## config.mk

```make
export PLATFORM = sky130hd
export DESIGN_NAME = ram_sp_clr
export DESIGN_NICKNAME = d
export VERILOG_FILES = /design/src/rtl/ram_pkg.sv /design/src/rtl/ram_clear_fsm.sv /design/src/rtl/ram_sp_clr.sv
export SDC_FILE = /design/constraint.sdc
export NUM_CORES = 1
export LEC_CHECK = 0
export CAP_MARGIN = 20
export CORE_ASPECT_RATIO = 1.1
export CORE_MARGIN = 5
export CORE_UTILIZATION = 47
export CTS_BUF_LIST = sky130_fd_sc_hd__clkbuf_16
export CTS_CLUSTER_DIAMETER = 60
export CTS_CLUSTER_SIZE = 40
export DETAILED_ROUTE_END_ITERATION = 8
export PLACE_DENSITY = 0.65
export SETUP_SLACK_MARGIN = 0.05
export SYNTH_ARGS = -nofsm -noshare
export SYNTH_HDL_FRONTEND = slang
export SYNTH_SLANG_ARGS = --single-unit
```

## constraint.sdc

```tcl
create_clock -name clk -period 2.6 [get_ports clk]
set_input_delay 0.52 -clock clk [delete_from_list [all_inputs] [get_ports clk]]
set_output_delay 0.52 -clock clk [all_outputs]
set_load 0.02 [all_outputs]
```

## src/rtl/ram_pkg.sv

```systemverilog
// Shared types and defaults for the single-port RAM with hardware clear engine.
package ram_pkg;

   typedef enum logic {
      CLEAR = 1'b0,
      IDLE  = 1'b1
   } state_e;

   localparam int DEF_DATA_WIDTH = 8;
   localparam int DEF_ADDR_WIDTH = 4;

   function automatic int depth(input int aw);
      return 1 << aw;
   endfunction

endpackage

```

## src/rtl/ram_clear_fsm.sv

```systemverilog
// Clear engine: sweeps zeros across the whole array after reset or on a clr request.
module ram_clear_fsm
   import ram_pkg::*;
#(
   parameter int ADDR_WIDTH = DEF_ADDR_WIDTH
) (
   input  logic                  clk,
   input  logic                  rst_n,
   input  logic                  clr,
   output logic                  busy,
   output logic                  clr_we,
   output logic [ADDR_WIDTH-1:0] clr_addr
);

   localparam logic [ADDR_WIDTH-1:0] PTR_LAST = ADDR_WIDTH'(depth(ADDR_WIDTH) - 1);

   state_e                  state_q, state_d;
   logic [ADDR_WIDTH-1:0]   ptr_q, ptr_d;

   always_ff @(posedge clk or negedge rst_n) begin
      if (!rst_n) begin
         state_q <= CLEAR;
         ptr_q   <= '0;
      end else begin
         state_q <= state_d;
         ptr_q   <= ptr_d;
      end
   end

   // A clr arriving mid-sweep is deliberately ignored; the sweep never restarts.
   always_comb begin
      state_d = state_q;
      ptr_d   = ptr_q;
      case (state_q)
         CLEAR: begin
            if (ptr_q == PTR_LAST) begin
               state_d = IDLE;
               ptr_d   = '0;
            end else begin
               ptr_d = ptr_q + 1'b1;
            end
         end
         IDLE: begin
            if (clr) begin
               state_d = CLEAR;
               ptr_d   = '0;
            end
         end
         default: begin
            state_d = CLEAR;
            ptr_d   = '0;
         end
      endcase
   end

   assign busy     = (state_q == CLEAR);
   assign clr_we   = busy;
   assign clr_addr = ptr_q;

endmodule

```

## src/rtl/ram_sp_clr.sv

```systemverilog
// Single-port RAM, registered read, zero-filled by a clear engine after reset/clr.
// Build option RAM_TRISTATE_EN: data_out floats when out_en=0 instead of driving 0.
module ram_sp_clr
   import ram_pkg::*;
#(
   parameter int DATA_WIDTH = DEF_DATA_WIDTH,
   parameter int ADDR_WIDTH = DEF_ADDR_WIDTH
) (
   input  logic                  clk,
   input  logic                  rst_n,
   input  logic                  cs,
   input  logic                  wr_en,
   input  logic                  out_en,
   input  logic                  clr,
   input  logic [ADDR_WIDTH-1:0] address_in,
   input  logic [DATA_WIDTH-1:0] data_in,
   output logic [DATA_WIDTH-1:0] data_out,
   output logic                  rd_valid,
   output logic                  busy
);

   localparam int DEPTH = depth(ADDR_WIDTH);

   logic [DATA_WIDTH-1:0] mem [DEPTH];

   logic                  clr_we;
   logic [ADDR_WIDTH-1:0] clr_addr;
   logic                  acc, rd_en, we;
   logic [ADDR_WIDTH-1:0] waddr;
   logic [DATA_WIDTH-1:0] wdata;
   logic [DATA_WIDTH-1:0] rd_data_q, rd_data_d;
   logic                  rd_valid_q, rd_valid_d;

   ram_clear_fsm #(.ADDR_WIDTH(ADDR_WIDTH)) u_clear_fsm (
      .clk      (clk),
      .rst_n    (rst_n),
      .clr      (clr),
      .busy     (busy),
      .clr_we   (clr_we),
      .clr_addr (clr_addr)
   );

   // A clr in IDLE takes priority over a same-cycle user access.
   always_comb begin
      acc        = cs && !busy && !clr;
      rd_en      = acc && !wr_en;
      we         = clr_we || (acc && wr_en);
      waddr      = clr_we ? clr_addr : address_in;
      wdata      = clr_we ? '0 : data_in;
      rd_data_d  = rd_en ? mem[address_in] : rd_data_q;
      rd_valid_d = rd_en;
   end

   // Array itself carries no reset; the clear engine provides known contents.
   always_ff @(posedge clk) begin
      if (we) mem[waddr] <= wdata;
   end

   always_ff @(posedge clk or negedge rst_n) begin
      if (!rst_n) begin
         rd_data_q  <= '0;
         rd_valid_q <= 1'b0;
      end else begin
         rd_data_q  <= rd_data_d;
         rd_valid_q <= rd_valid_d;
      end
   end

   assign rd_valid = rd_valid_q;

`ifdef RAM_TRISTATE_EN
   assign data_out = out_en ? rd_data_q : {DATA_WIDTH{1'bz}};
`else
   assign data_out = out_en ? rd_data_q : '0;
`endif

endmodule

```

==> flow_metrics.env <==
export IMPL_run_status="complete, no violations"
export IMPL_power_combinational_fraction_pct=19.7
export IMPL_synthArstFlopShare_pct=9.86
export IMPL_post_cts_setup_buffer_count=0
export IMPL_synthDominantAreaCellType="sky130_fd_sc_hd__edfxtp_1"
export IMPL_finalSetupViolations=0
export IMPL_cap_viol_max_count=0
export IMPL_tightest_slew_ns=0.680
export IMPL_cts_hold_repair_buffers=0
export IMPL_finalSetupTns_ns=0
export IMPL_combined_area_of_all_synthesized_cells_sq_mm=0.00580
export IMPL_peakVddDrop_mv=0.517
export IMPL_post_dp_hpwl_mm=7.64
export IMPL_nNetsFinal=401
export IMPL_yosys_register_bits=142
export IMPL_cts_sinks=142
export IMPL_p_total_mw=6.85
export IMPL_worst_setup_path_class="primary input to output port"
export IMPL_finish_cell_count_without_fillers=549
export IMPL_setup_slack_ns=0.201
export IMPL_power_leakage_nw=2.54
export IMPL_post_place_ws_ns=0.0601
export IMPL_place_area_sq_mm=0.00649
export IMPL_power_frac_seq_pct=47.0
export IMPL_critical_path_arrival_ns=1.88
export IMPL_area_growth_syn_to_layout_pct=21.6
export IMPL_core_sq_mm=0.0121
export IMPL_dr_pass1_iters=6
export IMPL_dieWidth_microns=116
export IMPL_post_synth_edffs=128
export IMPL_clk_network_pwr_share_pct=33.3
export IMPL_synth_cells_most_frequent="128 x sky130_fd_sc_hd__edfxtp_1, 23 x sky130_fd_sc_hd__nor2_1, 19 x sky130_fd_sc_hd__mux2i_1"
export IMPL_primary_ff_master_synth="sky130_fd_sc_hd__edfxtp_1"
export IMPL_cp_start_kind="primary input"
export IMPL_placed_cells_incl_taps=517
export IMPL_drc=0
export IMPL_grt_start_max_net_pins=29
export IMPL_diodes=0
export IMPL_power_per_cell_area_mw_per_mm2=972
export IMPL_drt_first_iter_violations=314
export IMPL_tritoncts_num_buffers=17
export IMPL_drive_gt1_share_pct=21.5
export IMPL_period_needed_ns=2.40
export IMPL_vias_in_the_first_global_route=3084
export IMPL_netlist_top_cells_area="sky130_fd_sc_hd__edfxtp_1 66%, sky130_fd_sc_hd__mux4_1 7.2%, sky130_fd_sc_hd__dfrtp_1 6.0%, sky130_fd_sc_hd__mux4_2 4.3%, sky130_fd_sc_hd__mux2i_1 3.3%"
export IMPL_antenna_violations_before_repair=0
export IMPL_yosysSeqAreaShare_pct=72.3
export IMPL_reg2reg_from="u_clear_fsm.state_q"
export IMPL_dr_total_vias=3061
export IMPL_global_route_wire_length_before_repair_mm=17.9
export IMPL_worst_setup_path_startpoint="out_en"
export IMPL_globalRouteOverflowTotal=0
export IMPL_syn_avg_cell_area_sq_um=18.5
export IMPL_post_synth_inst_count=314
export IMPL_sw_frac_of_total_pct=27.5
export IMPL_fp_dieH_microns=127
export IMPL_fin_worst_skew_ns=0.00887
export IMPL_post_synth_top_count_cell="sky130_fd_sc_hd__edfxtp_1"
export IMPL_fmaxAchievable_mhz=417
export IMPL_critPathRequiredTime_ns=2.08
export IMPL_relative_max_transition_margin_pct=54.5
export IMPL_finish_instance_area_sq_mm=0.00705
export IMPL_cts_path_max_buffers=2
export IMPL_power_report_internal_total_mw=4.97
export IMPL_min_delay_start="rd_data_q[7]"
export IMPL_worst_skew_pair_late_latency_ns=0.42
export IMPL_routed_wirelength_mm=11.5
export IMPL_post_drt_via_cell_ratio=5.58
export IMPL_yosys_cell_types_count=37
export IMPL_detail_route_antenna_nets=0
export IMPL_grt_usage_pct=17.0
export IMPL_netSwitchingPower_mw=1.88
export IMPL_htree_num_levels=4
export IMPL_end_kind="output port"
export IMPL_synthesis_nets=333
export IMPL_rsz_0062_raised_after_global_routing="false"
export IMPL_cts_tree="built"
export IMPL_placement_rows=42
export IMPL_drv_slew=0
export IMPL_wl_per_cell_microns=20.9
export IMPL_yosysWarningCount=0
export IMPL_routabilityCongestion=0.844
export IMPL_die_area_sq_mm=0.0147
export IMPL_start_util_pct=48.0
export IMPL_place_port_buffers=27
export IMPL_yosys_area_top_type_share_pct=66.3
export IMPL_cts_root_buf="sky130_fd_sc_hd__clkbuf_16"
export IMPL_fin_util_pct=58.4
export IMPL_critical_path_peak_fanout=8
export IMPL_timing_hold_worst_class="flop to flop"
export IMPL_hold_viol=0
export IMPL_fin_worst_hold_slack_ns=0.508
export IMPL_ioPinCount=28
export IMPL_path_clk_slew_ns=0.06
export IMPL_fin_crit_sh_pct=92.3
export IMPL_cts_repair_resized=0
==> critical path: stages <==
cell	delay, ns
sky130_fd_sc_hd__clkdlybuf4s50_1	0.59
sky130_fd_sc_hd__and2_1	0.17
sky130_fd_sc_hd__clkdlybuf4s50_1	0.60
==> cells by family (layout without fill, tap and decap cells) <==
group,count (synthesis),count (layout),share of synthesized area (%)
buffers and inverters,20,101,1.90
muxes,51,51,15.8
and+or+nand+nor,65,65,5.48
adders and majority gates,1,1,0.216
DFF,142,142,72.3
AOI/OAI and AO/OA,35,35,4.27
==> worst paths after layout <==
check / slack [ns] / end / depth (start not counted)
max reg2reg: 0.40 / mem[12][2] / 6
max: 0.20 / data_out[2] / 3
min in group asynchronous: 0.52 / rd_data_q[5] / 1
min reg2reg: 0.51 / rd_data_q[7] / 2
min: 0.51 / rd_data_q[7] / 2
max in group asynchronous: 1.65 / rd_data_q[1] / 1
==> cells in the final DEF, fill, tap and decap left out, types with 4 or more instances in the layout <==
cell                              count
sky130_fd_sc_hd__clkdlybuf4s50_1     27
sky130_fd_sc_hd__edfxtp_1           128
sky130_fd_sc_hd__mux4_2              11
sky130_fd_sc_hd__mux2i_1             19
sky130_fd_sc_hd__a22oi_1              7
sky130_fd_sc_hd__mux2_2               4
sky130_fd_sc_hd__inv_1                5
sky130_fd_sc_hd__nor2b_1              4
sky130_fd_sc_hd__clkinvlp_4           4
sky130_fd_sc_hd__clkbuf_16           17
sky130_fd_sc_hd__mux4_1              16
sky130_fd_sc_hd__inv_6                5
sky130_fd_sc_hd__a21oi_1              4
sky130_fd_sc_hd__dfrtp_1             14
sky130_fd_sc_hd__nor2_1              23
sky130_fd_sc_hd__buf_4               35
sky130_fd_sc_hd__and2_1              16
sky130_fd_sc_hd__o21ai_0              8
sky130_fd_sc_hd__nand2_1             13
==> routing by layer <==
metal,track usage (%),wire length [microns]
met5,0,0
met4,5.67,144
met3,5.29,725
met2,26.9,5710
met1,22.4,4910
==> flip-flops by register name (all words and copies together), names as in the netlist <==
name and cells:
u_clear_fsm.state_q 1, u_clear_fsm.clr_addr 4, mem 128, rd_valid 1, rd_data_q 8
==> power groups by stage <==
| stage | Sequential [mW] | Combinational [mW] | Clock [mW] |
|---|---|---|---|
| 2_1_floorplan | 3.20 | 0.792 | 0 |
| 3_3_place_gp | 3.24 | 1.33 | 0 |
| 4_1_cts | 3.22 | 1.36 | 2.31 |
| 6_report | 3.22 | 1.35 | 2.28 |
| 5_1_grt | 3.26 | 1.47 | 2.43 |
| 3_5_place_dp | 3.26 | 1.35 | 0 |
==> area by class of cell <==
cell class | count | area, sq um
clock buffer | 17 | 425
inverter | 4 | 15.0
multi-input combinational | 152 | 1500
sequential | 142 | 4190
timing repair buffer | 65 | 593
fill | 900 | 5030
tap | 154 | 193
clock inverter | 15 | 136
(Power assumes the default switching activity.)
